==> config.mk <==
export PLATFORM = sky130hd
export DESIGN_NAME = hazard_tracker
export DESIGN_NICKNAME = d
export VERILOG_FILES = /design/src/rtl/hazard_tracker_pkg.sv /design/src/rtl/hazard_tracker_stage_rec_reg.sv /design/src/rtl/hazard_tracker.sv
export SDC_FILE = /design/constraint.sdc
export NUM_CORES = 1
export LEC_CHECK = 0
export CAP_MARGIN = 0
export CORE_MARGIN = 2
export CORE_UTILIZATION = 28
export DETAILED_ROUTE_END_ITERATION = 8
export PLACE_DENSITY = 0.49
export SLEW_MARGIN = 10
export SYNTH_ARGS = -nofsm -noshare
export SYNTH_HDL_FRONTEND = slang
export SYNTH_SLANG_ARGS = --single-unit
==> constraint.sdc <==
create_clock -name clk -period 1.7 [get_ports clk]
set_input_delay 0.17 -clock clk [delete_from_list [all_inputs] [get_ports clk]]
set_output_delay 0.17 -clock clk [all_outputs]
set_load 0.005 [all_outputs]
==> src/rtl/hazard_tracker_pkg.sv <==
// Shared types for the register-write tracker: register index width, the
// per-stage in-flight write record and the bubble that fills an empty stage.
package hazard_tracker_pkg;

  localparam int REG_W = 4;

  typedef struct packed {
    logic             valid;
    logic             wb_en;
    logic [REG_W-1:0] dest;
    logic             mem_r;
    logic             mem_w;
  } stage_rec_t;

  localparam stage_rec_t BUBBLE = '0;

  // A stage produces src when it holds a real instruction that writes that register.
  function automatic logic writes_reg(stage_rec_t rec, logic [REG_W-1:0] src);
    return rec.valid & rec.wb_en & (rec.dest == src);
  endfunction

endpackage

==> src/rtl/hazard_tracker_stage_rec_reg.sv <==
// One pipeline-stage record register: loads d (or a bubble) when enabled,
// otherwise holds its contents.
module stage_rec_reg
  import hazard_tracker_pkg::*;
(
  input  logic       clk,
  input  logic       rst,
  input  logic       en,
  input  logic       bubble,
  input  stage_rec_t d,
  output stage_rec_t q
);

  // NOTE: reset is sampled on the clock edge, and state only ever updates
  // with non-blocking assignments so all three stages shift in lockstep.
  always_ff @(posedge clk) begin
    if (rst) begin
      q <= BUBBLE;
    end else if (en) begin
      q <= bubble ? BUBBLE : d;
    end
  end

endmodule

==> src/rtl/hazard_tracker.sv <==
// Tracks in-flight register writes through EXE/MEM/WB, raises the ID stall for
// RAW hazards, and freezes the pipeline while the data memory is busy.
module hazard_tracker
  import hazard_tracker_pkg::*;
#(
  parameter int MEM_TIMEOUT = 255,
  parameter int CNT_W       = 8
) (
  input  logic             clk,
  input  logic             rst,
  input  logic             forward_en_in,
  input  logic             id_valid_in,
  input  logic [REG_W-1:0] id_src1_in,
  input  logic [REG_W-1:0] id_src2_in,
  input  logic             id_two_src_in,
  input  logic             id_wb_en_in,
  input  logic [REG_W-1:0] id_dest_in,
  input  logic             id_mem_r_en_in,
  input  logic             id_mem_w_en_in,
  input  logic             flush_in,
  input  logic             mem_ready_in,
  output logic             hazard_out,
  output logic             freeze_out,
  output logic             mem_memr_wb_en_out,
  output logic [REG_W-1:0] mem_memr_dest_out,
  output logic             wb_id_wb_en_out,
  output logic [REG_W-1:0] wb_id_wb_dest_out,
  output logic             exe_wb_en_out,
  output logic [REG_W-1:0] exe_dest_out,
  output logic             mem_timeout_out
);

  localparam logic [CNT_W-1:0] CNT_MAX = CNT_W'(MEM_TIMEOUT);

  stage_rec_t       id_rec, exe_rec, mem_rec, wb_rec;
  logic             advance;
  logic             hit_exe, hit_mem;
  logic [CNT_W-1:0] wait_cnt;

  assign id_rec = '{valid: id_valid_in, wb_en: id_wb_en_in, dest: id_dest_in,
                    mem_r: id_mem_r_en_in, mem_w: id_mem_w_en_in};

  assign hit_exe = writes_reg(exe_rec, id_src1_in) |
                   (id_two_src_in & writes_reg(exe_rec, id_src2_in));
  assign hit_mem = writes_reg(mem_rec, id_src1_in) |
                   (id_two_src_in & writes_reg(mem_rec, id_src2_in));

  // With forwarding only a load in EXE is too late; without it EXE and MEM
  // both block, while WB is covered by the first-half-cycle register write.
  assign hazard_out = id_valid_in &
                      (forward_en_in ? (exe_rec.mem_r & hit_exe) : (hit_exe | hit_mem));

  assign freeze_out = mem_rec.valid & (mem_rec.mem_r | mem_rec.mem_w) & ~mem_ready_in;
  assign advance    = ~freeze_out;

  stage_rec_reg u_exe (
    .clk    (clk),
    .rst    (rst),
    .en     (advance),
    .bubble (hazard_out | flush_in),
    .d      (id_rec),
    .q      (exe_rec)
  );

  stage_rec_reg u_mem (
    .clk    (clk),
    .rst    (rst),
    .en     (advance),
    .bubble (1'b0),
    .d      (exe_rec),
    .q      (mem_rec)
  );

  stage_rec_reg u_wb (
    .clk    (clk),
    .rst    (rst),
    .en     (advance),
    .bubble (1'b0),
    .d      (mem_rec),
    .q      (wb_rec)
  );

  // The timeout flag sets on the same edge the counter reaches MEM_TIMEOUT.
  always_ff @(posedge clk) begin
    if (rst) begin
      wait_cnt        <= '0;
      mem_timeout_out <= 1'b0;
    end else if (freeze_out) begin
      if (wait_cnt != CNT_MAX) begin
        wait_cnt <= wait_cnt + 1'b1;
      end
      if (wait_cnt >= CNT_MAX - 1'b1) begin
        mem_timeout_out <= 1'b1;
      end
    end else begin
      wait_cnt <= '0;
    end
  end

  assign exe_wb_en_out      = exe_rec.valid & exe_rec.wb_en;
  assign exe_dest_out       = exe_rec.valid ? exe_rec.dest : '0;
  assign mem_memr_wb_en_out = mem_rec.valid & mem_rec.wb_en;
  assign mem_memr_dest_out  = mem_rec.valid ? mem_rec.dest : '0;
  assign wb_id_wb_en_out    = wb_rec.valid & wb_rec.wb_en;
  assign wb_id_wb_dest_out  = wb_rec.valid ? wb_rec.dest : '0;

  // WB no longer cares whether the instruction touched memory.
  logic unused_wb_mem;
  assign unused_wb_mem = wb_rec.mem_r | wb_rec.mem_w;

endmodule

==> results_dict.tcl, run 1 <==
set metrics [dict create \
    hold_path.class "primary input to register" \
    path_depth 5 \
    drc 0 \
    violations "setup timing" \
    grt_pass1_vias 1388 \
    clkPwrFrac_pct 37.6 \
    cts_hold_buffers 0 \
    synth_fp_nets 209 \
    p_sw_share_pct 23.3 \
    hold_viol 0 \
    io_pins 40 \
    cts_made_buffers 5 \
    max_cap_viol_count 0 \
    fin_ws_ns -0.0272 \
    peakVddDrop_uv 458 \
    r2r_setup_slack_ns 0.12 \
    r2r_start "u_mem.q[5]" \
    max_freq_mhz 579 \
    status "finished with violations" \
    drtPass1Iterations 4 \
    h-tree-depth 2 \
    wl_per_cell_um 11.9 \
    rr_endpoint "u_exe.q[1]" \
    start_util_pct 29.3 \
    antenna_cells 0 \
    endpoint_kind "output pin" \
    drive_above_1_share_pct 21.0 \
    drt-initial-drc-count 62 \
    yosysSeqAreaShare_pct 40.9 \
    placed_cell_area_um2 2200 \
    fin_util_pct 45.3 \
    path_class "register to output pin" \
    rr_worst_depth 7 \
    fp.dieArea_um2 6020 \
    worst_pin_slew_ns 0.350 \
    pre_cts_ws_ns -0.463 \
    final_nets 285 \
    p_leak_nw 1.03 \
    place_congestion 0.756 \
    area.growth.synth_to_final_pct 54.4 \
    num_vias 1448 \
    power.internal_w 0.00112 \
    final_common_cell "nand2_1" \
    clk_pin_slew_ns 0.06 \
    cts_tree "done" \
    dp_hpwl_mm 3.10 \
    antenna_left 0 \
    clock_latency_ns 0.28 \
    start_kind "register" \
    rsz0062_at_grt "true" \
    hold_path_depth 3 \
    grt_overflow 0 \
    dpl.cell_count 319 \
    critical_path.cell_chain "xor2_1 -> nor4_2 -> a22oi_2 -> a21boi_4 -> buf_2" \
    rows 26 \
    crit_path_end "hazard_out" \
    ys_ff_latch 31 \
    die_w_um 77.6 \
    p_switching_w 0.000341 \
    slowest_stage "dfxtp_1" \
    path_max_fanout 2 \
    final_area_um2 2340 \
    maxSlewHeadroom_pct 76.7 \
    period_minus_slack_ns 1.73 \
    maxSlewViolCount 0 \
    pwr_density_cell_nw_per_um2 626 \
    wirelength_mm 3.96 \
    arrival_ns 1.56 \
    cp-startpoint "u_mem.q[5]" \
    synth_area_per_cell_um2 8.20 \
    skew_ns 0.00327 \
    clockBufferDepth 2 \
    crit_buf_inv 1 \
    dieHeight_um 77.6 \
    period_share_pct 102 \
    cts.sinks 31 \
    mostFrequentLayoutCells "nand2_1 (42), buf_4 (34), clkdlybuf4s50_1 (32), dfxtp_1 (26), a21oi_1 (19)" \
    worstPathRequired_ns 1.53 \
    holdWs_ns 0.420 \
    grt_max_degree 16 \
    cp_top_family "compound AO/OA/AOI/OAI gates" \
    viasPerCell 4.36 \
    finalSetupViolations 1 \
    grt_use_total_pct 14.1 \
    synthesis.area_um2 1520 \
    seq_power_share_pct 51.6 \
    yosys_warnings 0 \
    synth_cell_type_count 32 \
    max_stage_delay_ns 0.32 \
    final-instance-count-excl-fill 332 \
    pwr-share-comb_pct 10.8 \
    port_buffers 39 \
    syn_inst 185 \
    antenna_found_initial 0 \
    grt_pass1_wl_mm 6.72 \
    coreArea_um2 5170 \
    cts-root-buf "clkbuf_8" \
]
-- registers in the layout, indices dropped and copies added, names as in the netlist --
signal,cells
u_wb.q,6
mem_timeout_out,1
u_mem.q,8
wait_cnt,8
u_exe.q,8
-- power by group through the flow --
stage                     clock network, W  registers, W  logic (W)
after floorplan                          0      0.000770  0.0000547
after global placement                   0      0.000771   0.000158
after detailed placement                 0      0.000771   0.000159
after CTS                         0.000567      0.000756   0.000161
after global routing              0.000607      0.000757   0.000174
final                             0.000551      0.000755   0.000158
-- through the flow --
step                TNS [ns]  total power [W]
global placement       -1.17         0.000929
CTS                  -0.0716          0.00148
detailed placement     -1.38         0.000930
floorplan                  0         0.000825
global route          -0.115          0.00154
finish               -0.0272          0.00146
-- area by class of cell --
type	instances	area, um2
multi-input cells	143	861
well taps	70	87.6
flip-flops and latches	31	629
clock buffers	7	76.3
clock inverters	1	5.00
repair buffers	73	656
fillers	545	2830
inverters	7	26.3
-- metal layers --
layer	track usage (%)	vias up	share of wire (%)
met5	0	-	0
met4	3.21	0	0.38
met3	4.53	2	5.2
met2	20.4	36	43
met1	20.2	641	51
li1	-	769	-
-- tightest hold or removal path: cells and delay by family --
family | cells | cell delay (ns)
buf+inv | 1 | 0.39
compound gates | 1 | 0.05
simple gates | 1 | 0.05
-- cell families (layout without fill, tap and decap cells) --
| logic type | Yosys count | in the layout | share of synthesized area (%) |
|---|---|---|---|
| AOI/OAI and AO/OA | 38 | 38 | 16.3 |
| xor gates and xnor gates | 20 | 20 | 11.6 |
| adders and majority gates | 2 | 2 | 1.65 |
| buffers and inverters | 11 | 88 | 2.80 |
| DFF | 31 | 31 | 40.9 |
| muxes | 1 | 1 | 0.660 |
| and+or+nand+nor | 82 | 82 | 26.2 |
-- worst min-delay path by stage --
| stage | startpoint | end | slack, ns |
|---|---|---|---|
| floorplan | rst | u_mem.q[1] | 0.24 |
| CTS | id_dest_in[1] | u_exe.q[3] | 0.41 |
| global route | id_dest_in[0] | u_exe.q[2] | 0.43 |
| detailed placement | u_wb.q[2] | u_wb.q[2] | 0.44 |
| finish | id_dest_in[1] | u_exe.q[3] | 0.42 |
| global placement | u_wb.q[5] | u_wb.q[5] | 0.44 |
-- repair_timing --
action | 4_1_cts | 5_1_grt
setup buffers | 3 | 3
resized for setup | 8 | 9
setup endpoints to repair | 2 | 8
pin swaps | 6 | 6
gates cloned | 0 | 0
-- cell usage after synthesis --
| cell | number | area share (%) |
|---|---|---|
| a22oi_2 | 2 | 1.6 |
| o21bai_1 | 1 | 0.50 |
| clkbuf_1 | 3 | 0.74 |
| a31oi_1 | 2 | 0.82 |
| inv_1 | 6 | 1.5 |
| a21boi_4 | 1 | 1.2 |
| nor3_1 | 4 | 1.3 |
| a21oi_1 | 19 | 6.3 |
| dfxtp_1 | 31 | 41 |
| a211oi_1 | 1 | 0.50 |
| nand4_1 | 1 | 0.41 |
| nor4_2 | 2 | 1.6 |
| a2111oi_2 | 1 | 0.99 |
| buf_2 | 1 | 0.33 |
| nor2_1 | 8 | 2.0 |
| inv_2 | 1 | 0.25 |
| nand2_1 | 42 | 10 |
| and3b_1 | 1 | 0.58 |
| nor3_2 | 1 | 0.66 |
| xnor2_1 | 4 | 2.3 |
| o22ai_1 | 1 | 0.41 |
| o2111ai_1 | 1 | 0.58 |
| ha_1 | 2 | 1.6 |
| o21ba_1 | 1 | 0.66 |
| or2_1 | 1 | 0.41 |
| o21ai_1 | 8 | 2.6 |
| mux2i_1 | 1 | 0.66 |
| xor2_1 | 16 | 9.2 |
| and2_1 | 14 | 5.8 |
| and3_1 | 3 | 1.2 |
| nand2b_1 | 1 | 0.41 |
| nand3_1 | 4 | 1.3 |
Power figures use the tool's default switching activity.
==> run 2: changes to the inputs <==
Settings changed: REMOVE_ABC_BUFFERS set to 1, SKIP_LAST_GASP set to 1.
==> run 2 against run 1 <==
The flow still finishes with violations (setup timing). Wire length down 1.4%. Sequential cell count did not move. Power is 1.8% higher. Critical path type unchanged. Critical endpoint unchanged. Highest routed layer unchanged.
==> results_dict.tcl, run 2 (synthesized netlist as in run 1, its figures left out) <==
set metrics [dict create \
    status "finished with violations" \
    violations "setup timing" \
    max_cap_viol_count 0 \
    cts_hold_buffers 0 \
    r2r_setup_slack_ns 0.18 \
    grt_max_degree 15 \
    drc 0 \
    skew_ns 0.00645 \
    coreArea_um2 5170 \
    dieHeight_um 77.6 \
    fin_ws_ns -0.0403 \
    reg_top3 "u_exe.q (8), u_mem.q (8), wait_cnt (8)" \
    total_power_w 0.00149 \
    num_vias 1420 \
    clock_latency_ns 0.28 \
    path_max_fanout 3 \
    grt_pass1_wl_mm 6.53 \
    rr_endpoint "u_exe.q[1]" \
    wl_per_cell_um 12.0 \
    cp-startpoint "u_exe.q[5]" \
    grt_overflow 0 \
    period_share_pct 102 \
    mostFrequentLayoutCells "nand2_1 (42), clkdlybuf4s50_1 (36), dfxtp_1 (28), buf_4 (28), a21oi_1 (19)" \
    grt_use_total_pct 13.8 \
    rr_worst_depth 6 \
    hold_path.class "primary input to register" \
    grt_pass1_vias 1321 \
    maxSlewHeadroom_pct 77.0 \
    maxSlewViolCount 0 \
    cts-root-buf "clkbuf_8" \
    viasPerCell 4.37 \
    finalSetupViolations 1 \
    final_common_cell "nand2_1" \
    drive_above_1_share_pct 19.6 \
    place_congestion 0.764 \
    rows 26 \
    rsz0062_at_grt "true" \
    dp_hpwl_mm 3.01 \
    die_w_um 77.6 \
    antenna_cells 0 \
    holdWs_ns 0.432 \
    start_kind "register" \
    fp.dieArea_um2 6020 \
    pre_cts_ws_ns -0.463 \
    drt-initial-drc-count 84 \
    clockBufferDepth 2 \
    arrival_ns 1.57 \
    worstPathRequired_ns 1.53 \
    endpoint_kind "output pin" \
    hold_viol 0 \
    io_pins 40 \
    h-tree-depth 2 \
    cts.sinks 31 \
    port_buffers 39 \
    area.growth.synth_to_final_pct 52.3 \
    crit_path_end "hazard_out" \
    antenna_found_initial 0 \
    wirelength_mm 3.91 \
    path_class "register to output pin" \
    pwr_density_cell_nw_per_um2 645 \
    peakVddDrop_uv 553 \
    start_util_pct 29.3 \
    period_minus_slack_ns 1.74 \
    cts_tree "done" \
    clk_pin_slew_ns 0.06 \
    worst_pin_slew_ns 0.345 \
    p_leak_nw 0.942 \
    r2r_start "u_exe.q[5]" \
    antenna_left 0 \
    cts_made_buffers 5 \
    max_freq_mhz 575 \
    final_nets 279 \
    drtPass1Iterations 4 \
]
-- run 2: how the worst min path moves through the flow --
stage,start,to,cells past startpoint
after floorplan,rst,mem_timeout_out,1
after global placement,u_wb.q[5],u_wb.q[5],2
after detailed placement,u_wb.q[6],u_wb.q[6],2
after CTS,id_mem_w_en_in,u_exe.q[0],3
after global routing,id_dest_in[1],u_exe.q[3],3
final,id_dest_in[2],u_exe.q[4],3
-- run 2: layer usage --
metal / routed length (um) / global-route usage [%] / share of wire [%] / vias to the layer above
met5: 0 / 0 / 0 / -
met3: 202 / 4.88 / 5.2 / 6
li1: - / - / - / 754
met2: 1650 / 19.7 / 42 / 32
met1: 2010 / 19.8 / 51 / 628
met4: 40 / 3.21 / 1.0 / 0
-- run 2: what timing repair did --
action,in CTS,in global routing
endpoints found under the hold margin,0,0
pin swaps,4,5
gates resized for setup,10,5
buffers inserted,1,2
endpoints found under the setup margin,1,2
-- run 2: area by class of cell --
type | count | area (um2)
Sequential cell | 31 | 629
Timing Repair Buffer | 67 | 597
Multi-Input combinational cell | 143 | 882
Clock inverter | 1 | 5.00
Clock buffer | 6 | 82.6
Inverter | 7 | 26.3
Fill cell | 537 | 2860
Tap cell | 70 | 87.6
-- run 2: through the flow --
step	util, %	setup TNS (ns)	cell area (um2)	instances
after floorplan	-	0	1500	181
after global placement	41.9	-1.07	2170	315
after detailed placement	41.9	-1.41	2170	315
after CTS	43.9	-0.0940	2270	323
after global routing	44.7	-0.112	2310	325
final	44.7	-0.0403	2310	325
-- run 2: worst max-delay path, stage by stage, from the launching register on --
cell	delay, ns
dfxtp_4	0.36
xor2_2	0.18
nor4_4	0.32
a22oi_2	0.15
a21boi_4	0.15
buf_2	0.13
-- run 2: where the power goes --
group / internal [W] / switching (W)
combinational: 0.0000955 / 0.0000671
clock: 0.000317 / 0.000257
sequential: 0.000740 / 0.0000138
==> run 3: changes to the inputs <==
Settings changed: CAP_MARGIN 0 to 25, CTS_BUF_LIST set to sky130_fd_sc_hd__clkbuf_8 sky130_fd_sc_hd__clkbuf_16, SLEW_MARGIN 10 to unset.
==> results of run 3 <==
No change in the layout: final DEF, timing and power equal those of run 2.
